File: src/rtl/iot_crc_feeder_if.sv
// iot_crc_feeder_if -- byte-input, CRC-stage and result signals of iot_crc_feeder (rev 1.0)
`default_nettype none
`timescale 1ns/1ps

interface iot_crc_feeder_if;
  logic         in_en;
  logic [7:0]   iot_in;
  logic         busy;
  logic         crc_en;
  logic [127:0] crc_data;
  logic         crc_valid;
  logic [2:0]   crc_result;
  logic         o_valid;
  logic [127:0] o_frame;
  logic [2:0]   o_crc;
  logic         o_err;
  logic [7:0]   o_frame_idx;

  modport master (
    output in_en, iot_in, crc_valid, crc_result,
    input  busy, crc_en, crc_data, o_valid, o_frame, o_crc, o_err, o_frame_idx
  );

  modport slave (
    input  in_en, iot_in, crc_valid, crc_result,
    output busy, crc_en, crc_data, o_valid, o_frame, o_crc, o_err, o_frame_idx
  );
endinterface

`default_nettype wire

File: src/rtl/iot_crc_feeder.sv
// iot_crc_feeder -- packs 16 bytes into a 128-bit frame, hands it to a CRC stage and
// reports frame, remainder and timeout status (rev 1.0)
`default_nettype none
`timescale 1ns/1ps

module iot_crc_feeder #(
  parameter int TIMEOUT = 255
) (
  input wire clk,
  input wire rst,
  iot_crc_feeder_if.slave bus
);

  localparam logic [2:0] S_COLLECT = 3'd0;
  localparam logic [2:0] S_ISSUE   = 3'd1;
  localparam logic [2:0] S_WAIT    = 3'd2;
  localparam logic [2:0] S_CAPTURE = 3'd3;
  localparam logic [2:0] S_OUT     = 3'd4;

  localparam logic [9:0] C_TMO_LAST = 10'(TIMEOUT - 1);

  logic [2:0]   r_state;
  logic [2:0]   w_next;
  logic [3:0]   r_byte_cnt;
  logic [9:0]   r_tmo;
  logic [127:0] r_buf;
  logic [127:0] r_crc_data;
  logic         r_crc_en;
  logic         r_valid;
  logic [127:0] r_frame;
  logic [2:0]   r_crc;
  logic         r_err;
  logic [7:0]   r_idx;

  logic         w_accept;
  logic         w_last;
  logic         w_tmo_hit;
  logic         w_busy;
  logic         w_enter_out;
  logic         w_tmo_exit;
  logic [2:0]   w_crc_d;
  logic [127:0] w_buf_shift;

  assign w_accept    = (r_state == S_COLLECT) && bus.in_en;
  assign w_last      = w_accept && (r_byte_cnt == 4'd15);
  assign w_tmo_hit   = (r_tmo == C_TMO_LAST);
  assign w_buf_shift = {r_buf[119:0], bus.iot_in};

  always_ff @(posedge clk or posedge rst) begin
    if (rst) begin
      r_state <= S_COLLECT;
    end else begin
      r_state <= w_next;
    end
  end

  always_comb begin
    w_next = r_state;
    case (r_state)
      S_COLLECT: if (w_last) w_next = S_ISSUE;
      S_ISSUE:   w_next = S_WAIT;
      S_WAIT: begin
        if (bus.crc_valid) begin
          w_next = S_CAPTURE;
        end else if (w_tmo_hit) begin
          w_next = S_OUT;
        end
      end
      S_CAPTURE: w_next = S_OUT;
      S_OUT:     w_next = S_COLLECT;
      default:   w_next = S_COLLECT;
    endcase
  end

  // A late crc_valid on the expiry cycle still wins over the timeout.
  always_comb begin
    w_busy      = 1'b0;
    w_enter_out = 1'b0;
    w_tmo_exit  = 1'b0;
    w_crc_d     = 3'b000;
    case (r_state)
      S_ISSUE, S_OUT: w_busy = 1'b1;
      S_WAIT: begin
        w_busy      = 1'b1;
        w_tmo_exit  = !bus.crc_valid && w_tmo_hit;
        w_enter_out = w_tmo_exit;
      end
      S_CAPTURE: begin
        w_busy      = 1'b1;
        w_enter_out = 1'b1;
        w_crc_d     = bus.crc_result;
      end
      default: ;
    endcase
  end

  always_ff @(posedge clk or posedge rst) begin
    if (rst) begin
      r_byte_cnt <= 4'd0;
      r_tmo      <= 10'd0;
      r_buf      <= 128'd0;
      r_crc_data <= 128'd0;
      r_crc_en   <= 1'b0;
      r_valid    <= 1'b0;
      r_frame    <= 128'd0;
      r_crc      <= 3'b000;
      r_err      <= 1'b0;
      r_idx      <= 8'd0;
    end else begin
      // The 4-bit counter wraps to 0 on the 16th byte, which starts the next frame.
      if (w_accept) begin
        r_buf      <= w_buf_shift;
        r_byte_cnt <= r_byte_cnt + 4'd1;
      end
      if (w_last) begin
        r_crc_data <= w_buf_shift;
      end
      r_crc_en <= w_last;
      r_tmo    <= (r_state == S_WAIT) ? r_tmo + 10'd1 : 10'd0;
      r_valid  <= w_enter_out;
      r_crc    <= w_crc_d;
      r_err    <= w_tmo_exit;
      if (w_enter_out) begin
        r_frame <= r_buf;
      end
      if (r_state == S_OUT) begin
        r_idx <= r_idx + 8'd1;
      end
    end
  end

  assign bus.busy        = w_busy;
  assign bus.crc_en      = r_crc_en;
  assign bus.crc_data    = r_crc_data;
  assign bus.o_valid     = r_valid;
  assign bus.o_frame     = r_frame;
  assign bus.o_crc       = r_crc;
  assign bus.o_err       = r_err;
  assign bus.o_frame_idx = r_idx;

endmodule

`default_nettype wire

File: src/flat_wrapper.sv
// flat-port wrapper written by rule: the top's interface ports become plain ports
module iot_crc_feeder_flat 
#(
  parameter int TIMEOUT = 255
)
  (clk, rst, bus_in_en, bus_iot_in, bus_crc_valid, bus_crc_result, bus_busy, bus_crc_en, bus_crc_data, bus_o_valid, bus_o_frame, bus_o_crc, bus_o_err, bus_o_frame_idx);
  iot_crc_feeder_if bus_i ();
  input wire clk;
  input wire rst;
  input wire logic [$bits(bus_i.in_en)-1:0] bus_in_en;
  input wire logic [$bits(bus_i.iot_in)-1:0] bus_iot_in;
  input wire logic [$bits(bus_i.crc_valid)-1:0] bus_crc_valid;
  input wire logic [$bits(bus_i.crc_result)-1:0] bus_crc_result;
  output wire logic [$bits(bus_i.busy)-1:0] bus_busy;
  output wire logic [$bits(bus_i.crc_en)-1:0] bus_crc_en;
  output wire logic [$bits(bus_i.crc_data)-1:0] bus_crc_data;
  output wire logic [$bits(bus_i.o_valid)-1:0] bus_o_valid;
  output wire logic [$bits(bus_i.o_frame)-1:0] bus_o_frame;
  output wire logic [$bits(bus_i.o_crc)-1:0] bus_o_crc;
  output wire logic [$bits(bus_i.o_err)-1:0] bus_o_err;
  output wire logic [$bits(bus_i.o_frame_idx)-1:0] bus_o_frame_idx;
  assign bus_i.in_en = bus_in_en;
  assign bus_i.iot_in = bus_iot_in;
  assign bus_i.crc_valid = bus_crc_valid;
  assign bus_i.crc_result = bus_crc_result;
  assign bus_busy = bus_i.busy;
  assign bus_crc_en = bus_i.crc_en;
  assign bus_crc_data = bus_i.crc_data;
  assign bus_o_valid = bus_i.o_valid;
  assign bus_o_frame = bus_i.o_frame;
  assign bus_o_crc = bus_i.o_crc;
  assign bus_o_err = bus_i.o_err;
  assign bus_o_frame_idx = bus_i.o_frame_idx;
  iot_crc_feeder #(.TIMEOUT(TIMEOUT)) u_core (.clk(clk), .rst(rst), .bus(bus_i));
endmodule
File: config.mk
export PLATFORM = sky130hd
export DESIGN_NAME = iot_crc_feeder_flat
export DESIGN_NICKNAME = d
export VERILOG_FILES = /design/src/rtl/iot_crc_feeder_if.sv /design/src/rtl/iot_crc_feeder.sv /design/src/flat_wrapper.sv
export SDC_FILE = /design/constraint.sdc
export NUM_CORES = 1
export LEC_CHECK = 0
export ABC_AREA = 1
export ABC_CLOCK_PERIOD_IN_PS = 15300
export CAP_MARGIN = 10
export CORE_UTILIZATION = 40
export CTS_BUF_LIST = sky130_fd_sc_hd__clkbuf_8
export DETAILED_ROUTE_END_ITERATION = 12
export SLEW_MARGIN = 20
export SYNTH_ARGS = -nofsm -noshare
export SYNTH_HDL_FRONTEND = slang
export SYNTH_SLANG_ARGS = --single-unit
File: constraint.sdc
create_clock -name clk -period 15.3 [get_ports clk]
set_clock_uncertainty 0.1 [all_clocks]
set_input_delay 2.295 -clock clk [delete_from_list [all_inputs] [get_ports clk]]
set_output_delay 2.295 -clock clk [all_outputs]
set_load 0.02 [all_outputs]
==> summary.md <==
| Metric | Value |
|---|---|
| Finished Layout Cells | `2573` |
| # nets final | `2025` |
| Io pins | `286` |
| Final hold vios | `0` |
| HP Class | `flip-flop to flip-flop` |
| Synthesis-to-layout area growth | `27.78%` |
| Final worst slack | `10.31 ns` |
| Initial core utilization | `40.62%` |
| R2R setup slack | `11.80 ns` |
| CTS tree | `built` |
| Combinational share of power | `38.3%` |
| Die span in y | `202.9 microns` |
| DR DRC count | `0` |
| Mapped Cells | `1745` |
| Worst endpoint required time | `15.74 ns` |
| Critical path class | `input port to flip-flop` |
| CTS sink count | `415` |
| Seq cells post-synth | `415` |
| Netlist Area Pre-Place | `0.01614 sq mm` |
| Sequential share of power | `41.9%` |
| Clock buffer depth | `3` |
| Unrepaired setup endpoints after global routing | `false` |
| DR WL/cell | `17.15 microns` |
| Post-synth cell types | `26` |
| Pre-CTS setup slack | `9.617 ns` |
| Global-route wire length before repair | `71190 microns` |
| # resized after CTS | `0` |
| P_leak | `10.38 nW` |
| Syn Area/Cell | `9.249 sq um` |
| Die ar. | `0.04116 sq mm` |
| Max Slew Vio Count | `0` |
| Maximum capacitance violations | `0` |
| Post-placement cell count | `2456` |
| DR pass1 iterations | `7` |
| Maximum vdd drop | `0.0001233 V` |
| Rel. slew slack | `29.17%` |
| CTS clk-pin slew, worst paths | `0.06 ns` |
| Worst skew pair latency | `0.62 ns` |
| Initial drt markers | `790` |
| Vias post-DR | `12680` |
| Internal power | `2.867 mW` |
| Number of flops mapped to enable cells by yosys | `0` |
| Crit-path cells | `clkdlybuf4s50_1, nor2_2, nand3_4, nand2_4, buf_4, nand2_1, nand2_1` |
| CP Data Arrival Time | `5.42 ns` |
| Die span in x | `202.9 microns` |
| Initial antenna violation count | `0` |
| N_diodes | `0` |
| Crit-path max FO | `71` |
| Most frequent CP cell | `nand2_1` |
| Layout fillers | `3704` |
| Warnings, synthesis | `0` |
| Setup crit start kind | `input port` |
| GRT Resource Usage Total | `21.97%` |
| Setup Buffers After CTS | `0` |
| H-tree depth | `3` |
| Sum Neg Setup Slack | `0 ns` |
| Total CTS buffers | `72` |
| Syn nets | `1764` |
| Register area | `0.01039 sq mm` |
| Final WL | `44130 microns` |
| Switching portion of total power | `39.90%` |
| Dpl hpwl | `27630 microns` |
| Final Wtd Congestion | `0.8206` |
| Status | `finished, final reports clean` |
| PwrDens | `231.3 mW/mm^2` |
| Synth async-reset ratio | `100.0%` |
| Post-synthesis sequential area ratio | `64.35%` |
| Ratio of cells with drive above 1 in the final layout | `5.762%` |
| P_sw | `1.904 mW` |
| WHS | `0.3634 ns` |
| FMAX | `200.5 MHz` |
| Row count | `73` |
| GRT overflow | `0` |
| Largest stage delay, worst path | `0.78 ns` |
| Root Buffer | `clkbuf_8` |
| Slowest cell on crit path | `nand2_4` |
| I/O Buffers | `285` |
| Post-DRT Antenna Nets | `0` |
| Multi-input logic area | `0.004957 sq mm` |
| Share of power burned in the clock network | `19.8%` |
| Tightest Pin Transition | `1.062 ns` |
| Core area | `0.03973 sq mm` |
| Tmin final | `4.988 ns` |
| Crit. End Element | `flip-flop` |
| Cts hold-fix bufs | `0` |
| Vias per inst | `4.928` |
| Period utilization | `32.60%` |
| Predominant post-synthesis flop cell | `dfrtp_1` |
| Largest net degree at the start of global routing | `141` |
| Setup violations, final | `0` |
| Vias in the first global route | `12510` |
[metrics by stage]
step / power [mW] / instance area, sq um / utilization [%]
2_1_floorplan: 2.902 / 16140 / -
3_3_place_gp: 3.817 / 19260 / 48.48
3_5_place_dp: 3.851 / 19290 / 48.55
4_1_cts: 4.820 / 20600 / 51.85
5_1_grt: 5.093 / 20620 / 51.91
6_report: 4.771 / 20620 / 51.91
[cell families (layout without fill, tap and decap cells)]
logic type / Yosys count / after routing / synth area share (%)
AO/OA/AOI/OAI: 270 / 270 / 8.404
flip-flops: 415 / 415 / 64.35
adder cells (fa/ha/maj): 4 / 4 / 0.3101
AND/OR/NAND/NOR: 854 / 854 / 21.27
buffers and inverters: 195 / 498 / 5.287
XOR/XNOR: 7 / 7 / 0.3799
[synth_stat cells, types with 2 or more instances]
cell | n | area share (%)
a21oi_1 | 70 | 2.2
o21ai_1 | 40 | 1.2
nand2_1 | 615 | 14
clkbuf_1 | 52 | 1.2
buf_1 | 6 | 0.14
dfrtp_1 | 415 | 64
nand3b_1 | 2 | 0.093
nand3_1 | 139 | 4.3
nand2_2 | 3 | 0.12
nor2_1 | 84 | 2.0
nor3_1 | 4 | 0.12
ha_1 | 4 | 0.31
inv_1 | 83 | 1.9
xnor2_1 | 3 | 0.16
nand4_1 | 2 | 0.078
buf_4 | 19 | 0.88
nor2_2 | 2 | 0.078
buf_2 | 34 | 1.1
xor2_1 | 4 | 0.22
o21ai_0 | 158 | 4.9
[power by group through the flow]
stage	combinational, mW	sequential (mW)	clock, mW
final	1.83	2.00	0.945
after global routing	2.01	2.06	1.02
after CTS	1.85	2.00	0.972
after detailed placement	1.84	2.01	0
after global placement	1.80	2.01	0
after floorplan	0.663	2.24	0
[worst paths after layout]
kind,start,cells after the start,end
min in group asynchronous,rst,2,u_core.bus.o_frame[105]
hold / removal,u_core.r_buf[127],2,u_core.bus.o_frame[127]
setup reg to reg,u_core.r_state[0],8,u_core.bus.o_frame[19]
hold reg to reg,u_core.r_buf[127],2,u_core.bus.o_frame[127]
max in group asynchronous,rst,4,u_core.bus.crc_data[73]
setup / recovery,bus_crc_valid,7,u_core.bus.o_frame[19]
[flip-flops by register name, summed over array words and instances (netlist names)]
register                cells
u_core.bus.crc_data       128
u_core.bus.crc_en           1
u_core.bus.o_crc            3
u_core.bus.o_err            1
u_core.bus.o_frame        128
u_core.bus.o_frame_idx      8
u_core.bus.o_valid          1
u_core.r_buf              128
u_core.r_byte_cnt           4
u_core.r_state              3
u_core.r_tmo               10
[worst max-delay path: cells and delay by family]
kind	cells	cell delay [ns]
buffers and inverters	2	1.25
AND/OR/NAND/NOR	5	1.83
[cell usage in the layout (no fill, tap or decap), types with 2 or more instances in the layout]
cell type,n
a21oi_1,70
buf_4,11
clkbuf_8,83
clkdlybuf4s50_1,285
clkinv_2,8
dfrtp_1,415
ha_1,4
inv_1,104
nand2_1,615
nand3_1,137
nand3_4,3
nand3b_1,2
nand4_1,2
nor2_1,84
nor3_1,4
o21ai_0,158
o21ai_1,40
xnor2_1,3
xor2_1,4
[metal layers]
metal  up-vias  global-route usage (%)  routed length [microns]
li1       6096                       -                        -
met1      6186                   31.81                    20820
met2       332                   32.52                    19900
met3        67                   4.478                     2265
met4         0                   8.217                     1148
met5         -                       0                        0
[cell type report]
type,count,area share (%)
Timing Repair Buffer,299,14.52
Clock inverter,33,0.8190
Tap cell,525,3.185
Multi-Input combinational cell,1135,24.04
Sequential cell,415,50.36
Clock buffer,83,5.539
Inverter,83,1.547
Note: power is estimated with default switching activity, not from simulation.
